### config.mk
export PLATFORM = sky130hd
export DESIGN_NAME = seq_divider
export DESIGN_NICKNAME = d
export VERILOG_FILES = /design/src/rtl/seq_divider.sv
export SDC_FILE = /design/constraint.sdc
export NUM_CORES = 1
export LEC_CHECK = 0
export ABC_AREA = 1
export BUFFER_PORTS_ARGS = -buffer_cell sky130_fd_sc_hd__buf_2
export CORE_ASPECT_RATIO = 0.75
export CORE_MARGIN = 2
export CORE_UTILIZATION = 30
export DETAILED_ROUTE_END_ITERATION = 8
export PLACE_DENSITY = 0.55
export SYNTH_ARGS = -nofsm -noshare
export SYNTH_HDL_FRONTEND = slang
export SYNTH_SLANG_ARGS = --single-unit
### constraint.sdc
create_clock -name clk -period 5.6 [get_ports clk]
set_input_delay 0.28 -clock clk [delete_from_list [all_inputs] [get_ports clk]]
set_output_delay 0.28 -clock clk [all_outputs]
set_load 0.05 [all_outputs]
### src/rtl/seq_divider.sv
// Multi-cycle restoring divider (DIV/REM unit), one quotient bit per cycle, valid/ready on both sides.
// Define SEQ_DIVIDER_SIGNED_EN for two's-complement operands (adds a 1-cycle sign-fix state).
module seq_divider #(
  parameter int WIDTH = 16
) (
  input  logic             clk,
  input  logic             rst,
  input  logic             in_valid,
  output logic             in_ready,
  input  logic [WIDTH-1:0] dividend,
  input  logic [WIDTH-1:0] divisor,
  output logic             out_valid,
  input  logic             out_ready,
  output logic [WIDTH-1:0] quotient,
  output logic [WIDTH-1:0] remainder,
  output logic             div_by_zero
);

  localparam int CW = (WIDTH > 2) ? $clog2(WIDTH) : 1;

  typedef enum logic [1:0] {IDLE, BUSY, FIX, DONE} state_t;

  state_t           state, state_nxt;
  logic [CW-1:0]    count;
  logic [WIDTH-1:0] dvd_sh;
  logic [WIDTH-1:0] dvs;
  logic [WIDTH-1:0] q_reg;
  logic [WIDTH-1:0] r_reg;
  logic             dbz;
  logic [WIDTH:0]   r_shift;
  logic [WIDTH:0]   trial;
  logic [WIDTH-1:0] dvd_mag;
  logic [WIDTH-1:0] dvs_mag;
  logic             accept;
  logic             last_iter;
`ifdef SEQ_DIVIDER_SIGNED_EN
  logic             neg_q;
  logic             neg_r;
`endif

  always_comb begin
    dvd_mag = dividend;
    dvs_mag = divisor;
`ifdef SEQ_DIVIDER_SIGNED_EN
    if (dividend[WIDTH-1]) dvd_mag = -dividend;
    if (divisor[WIDTH-1])  dvs_mag = -divisor;
`endif
  end

  // Partial remainder stays below the divisor, so the shifted value fits in WIDTH+1 bits.
  assign r_shift   = {r_reg, dvd_sh[WIDTH-1]};
  assign trial     = r_shift - {1'b0, dvs};
  assign last_iter = (count == CW'(WIDTH - 1));
  assign accept    = in_valid && in_ready;

  always_ff @(posedge clk) begin
    if (rst) state <= IDLE;
    else     state <= state_nxt;
  end

  always_comb begin
    state_nxt = state;
    in_ready  = 1'b0;
    out_valid = 1'b0;
    case (state)
      IDLE: begin
        in_ready = 1'b1;
        if (in_valid) state_nxt = BUSY;
      end
      BUSY: begin
        if (dbz) begin
          state_nxt = DONE;
        end else if (last_iter) begin
`ifdef SEQ_DIVIDER_SIGNED_EN
          state_nxt = FIX;
`else
          state_nxt = DONE;
`endif
        end
      end
      FIX:  state_nxt = DONE;
      DONE: begin
        out_valid = 1'b1;
        if (out_ready) state_nxt = IDLE;
      end
      default: state_nxt = IDLE;
    endcase
  end

  always_ff @(posedge clk) begin
    if (rst) begin
      count  <= '0;
      dvd_sh <= '0;
      dvs    <= '0;
      q_reg  <= '0;
      r_reg  <= '0;
      dbz    <= 1'b0;
`ifdef SEQ_DIVIDER_SIGNED_EN
      neg_q  <= 1'b0;
      neg_r  <= 1'b0;
`endif
    end else begin
      case (state)
        IDLE: begin
          if (accept) begin
            count  <= '0;
            dvd_sh <= dvd_mag;
            dvs    <= dvs_mag;
            dbz    <= (divisor == '0);
            // Divide-by-zero result is loaded now; BUSY just spends its one cycle.
            if (divisor == '0) begin
              q_reg <= '1;
              r_reg <= dividend;
            end else begin
              q_reg <= '0;
              r_reg <= '0;
            end
`ifdef SEQ_DIVIDER_SIGNED_EN
            neg_q <= dividend[WIDTH-1] ^ divisor[WIDTH-1];
            neg_r <= dividend[WIDTH-1];
`endif
          end
        end
        BUSY: begin
          if (!dbz) begin
            r_reg  <= trial[WIDTH] ? r_shift[WIDTH-1:0] : trial[WIDTH-1:0];
            q_reg  <= {q_reg[WIDTH-2:0], ~trial[WIDTH]};
            dvd_sh <= {dvd_sh[WIDTH-2:0], 1'b0};
            count  <= count + 1'b1;
          end
        end
        FIX: begin
`ifdef SEQ_DIVIDER_SIGNED_EN
          if (neg_q) q_reg <= -q_reg;
          if (neg_r) r_reg <= -r_reg;
`endif
        end
        default: ;
      endcase
    end
  end

  assign quotient    = q_reg;
  assign remainder   = r_reg;
  assign div_by_zero = dbz;

endmodule

==> results.txt <==
Worst Path Buf+Inv: 4
Total congestion overflow after global routing: 0
Unrepaired setup endpoints after global routing: false
Die footprint: 15600 sq um
WL/cell: 12.6 um
Routed via count: 4052
Iteration-0 DRC Markers: 248
Max H-tree Level: 3
Worst-path clk slew: 0.06 ns
Post-synth net total: 694
Max Cap Violations: 0
Warnings, synthesis: 0
Post-detail-place hpwl: 8520 um
Worst setup path endpoint: count[3]$_SDFFE_PP0P_
Total DRC errors in the routed layout: 0
Crit path launch type: flip-flop
Die X: 144 um
Share of cells above drive strength 1: 20.2%
Maximum net fanout on the critical path: 70
Launch point of the critical path: state[0]$_SDFFE_PP0P_
Via density: 4.53
Tot GR Track Use: 14.8%
Via count of the first global-routing pass: 3629
Count of mapped cells out of synthesis: 636
Number of pins exceeding their max-slew limit in the final report: 0
Top cell family by delay on the critical path: buffers and inverters
Clock latency on the worst-skew pair: 0.34 ns
Critical Path Stages: 10
Count of boundary I/O pins: 71
Post-synth top area share: 32.4%
Root buffer cell: clkbuf_16
TritonCTS clock tree: done
Layout filler cell count: 1628
Top flip-flop cell by instance count after synthesis: dfxtp_1
Launch instance of the worst register-to-register path: state[0]$_SDFFE_PP0P_
Number of routed nets with antenna violations: 0
Port Buffer Count: 70
Critical path class: flip-flop to flip-flop
Final count of hold timing violations: 0
Highest Clock Rate: 321 MHz
Sum of negative setup slack: 0 ns
Area contributors post-synth: dfxtp_1, nand2_1, o21ai_0, inv_1, ha_1
Largest stage delay on the critical path: 0.53 ns
Number of instances resized during post-cts repair: 0
Part of the cycle the worst path needs: 55.6%
Initial Util: 30.5%
Crit path cell chain: ha_2 -> buf_4 -> inv_2 -> o21ai_2 -> o21ai_4 -> inv_2 -> buf_4 -> nand4_1 -> xor2_1 -> a211oi_1
Number of enable-type register cells in the synthesized netlist: 0
Status: finished, final reports clean
Number of buffers inserted by hold repair at cts: 0
Sequential area share after synthesis: 32.4%
Placeable core region: 14400 sq um
Net count, final: 747
Remaining max-slew budget at the tightest pin: 31.2%
Slowest stage cell, crit path: buf_4
Required @ worst endpoint: 5.85 ns
# setup viols final: 0
Pre-Repair DR Iteration Count: 5
Signal arrival time at the worst endpoint: 3.36 ns
Std cell rows: 38
WL final: 11300 um
Share of flip-flops with an asynchronous set or reset after synthesis: 0%
Setup slack of the most critical reg-to-reg path: 2.49 ns
Deepest clock path buffer count: 2
Clock net sink count: 71
Global-route wire length before repair: 18200 um
Pin slew with the least headroom to its limit: 1.03 ns
Count of distinct cell types in the synthesized netlist: 41
Ant. Diodes: 0
Die outline height: 109 um
Pin count of the biggest net entering global routing: 71
R2R Path End: count[3]$_SDFFE_PP0P_
Kind of path behind the tightest hold check: primary input to flip-flop
Number of buffers inserted by post-CTS setup repair: 0
TritonCTS Buffers: 9
RePlAce Congestion: 0.808
Average cell area after synthesis: 6.90 sq um
Number of antenna violations at the first check in global routing: 0
Number of flip-flops and latches in the synthesized netlist: 71
Min Clock Period, post-route: 3.11 ns
Number of cells on the worst reg-to-reg path: 10
Synth area leader: dfxtp_1
Worst setup EP type: flip-flop
Synthesis-to-finish area growth: 16.8%
Post-Route Skew: 0.00821 ns
Cell area after technology mapping: 4390 sq um
## stage by stage
stage	setup slack (ns)	util, %	cells	instance area, sq um	hold slack [ns]
2_1_floorplan	3.26	-	636	4390	0.349
3_3_place_gp	2.57	33.6	878	4820	0.450
3_5_place_dp	2.51	33.6	878	4820	0.454
4_1_cts	2.49	35.7	894	5120	0.146
5_1_grt	2.13	35.7	894	5120	0.165
6_report	2.49	35.7	894	5120	0.158
## cells by family (layout without fill, tap and decap cells)
family | after synthesis | count (layout) | share of synthesized area [%]
adders and majority gates | 22 | 22 | 6.45
xor gates and xnor gates | 9 | 9 | 1.80
buffers and inverters | 128 | 186 | 12.6
and+or+nand+nor | 243 | 243 | 25.7
AOI/OAI and AO/OA | 163 | 163 | 21.0
DFF | 71 | 71 | 32.4
## synthesized netlist by cell type, drive strengths merged, types with 2 or more instances
cell,n
ha,21
nor3,4
nand3,32
clkbuf,18
nor2,18
nand2,178
o21ai,83
nor4,3
nand3b,3
dfxtp,71
a21oi,56
and2,2
xor2,5
nand4,2
inv,97
o211ai,6
xnor2,4
a31oi,15
buf,13
## sequential cells by signal, summed over array words and instances (netlist names)
signal,count
dvd_sh,16
div_by_zero,1
dvs,16
state,2
quotient,16
remainder,16
count,4
## metal layers
metal | wire length (um) | share of wire [%] | GRT usage (%) | vias up
met5 | 0 | 0 | 0 | -
met4 | 102 | 0.90 | 3.36 | 0
met3 | 482 | 4.3 | 3.73 | 10
met2 | 4450 | 39 | 21.0 | 77
met1 | 6250 | 55 | 22.3 | 1791
li1 | - | - | - | 2174
## worst min path at each step
| stage | endpoint | slack [ns] | start | cells after the start |
|---|---|---|---|---|
| 2_1_floorplan | count[1]$_SDFFE_PP0P_ | 0.35 | rst | 1 |
| 3_3_place_gp | dvs[8]$_SDFFE_PP0P_ | 0.45 | dvs[8]$_SDFFE_PP0P_ | 2 |
| 3_5_place_dp | dvs[8]$_SDFFE_PP0P_ | 0.45 | dvs[8]$_SDFFE_PP0P_ | 2 |
| 4_1_cts | count[3]$_SDFFE_PP0P_ | 0.15 | in_valid | 2 |
| 5_1_grt | count[3]$_SDFFE_PP0P_ | 0.16 | in_valid | 2 |
| 6_report | count[3]$_SDFFE_PP0P_ | 0.16 | in_valid | 2 |
## cell usage in the layout, fill, tap and decap left out, drive strengths merged
master and instances:
nand2 178, inv 97, o21ai 83, buf 73, dfxtp 71, a21oi 56, nand3 32, ha 21
nor2 18, a31oi 15, clkbuf 9, o211ai 6, xor2 5, xnor2 4, clkinvlp 4, nor3 4
nand3b 3, nor4 3, and2 2, nand4 2, clkinv 2, or2 1, o211a 1, o22ai 1
a211oi 1, fa 1, bufinv 1
## worst reg2reg max path, stage by stage (launching register included)
cell and delay (ns):
dfxtp_1 0.40, ha_2 0.19, buf_4 0.47, inv_2 0.35, o21ai_2 0.25, o21ai_4 0.11
inv_2 0.20, buf_4 0.53, nand4_1 0.19, xor2_1 0.18, a211oi_1 0.15
## area by class of cell
type,count,area [sq um],area share (%)
clock buffer,9,225,4.40
clock inverter,7,73.8,1.44
inverter,97,364,7.11
multi-input combinational,437,2410,47.1
sequential,71,1420,27.7
tap,200,250,4.89
timing repair buffer,73,373,7.28
Power is not shown: default switching activity piles up to over one toggle a cycle in this logic, so the estimate is an artifact.
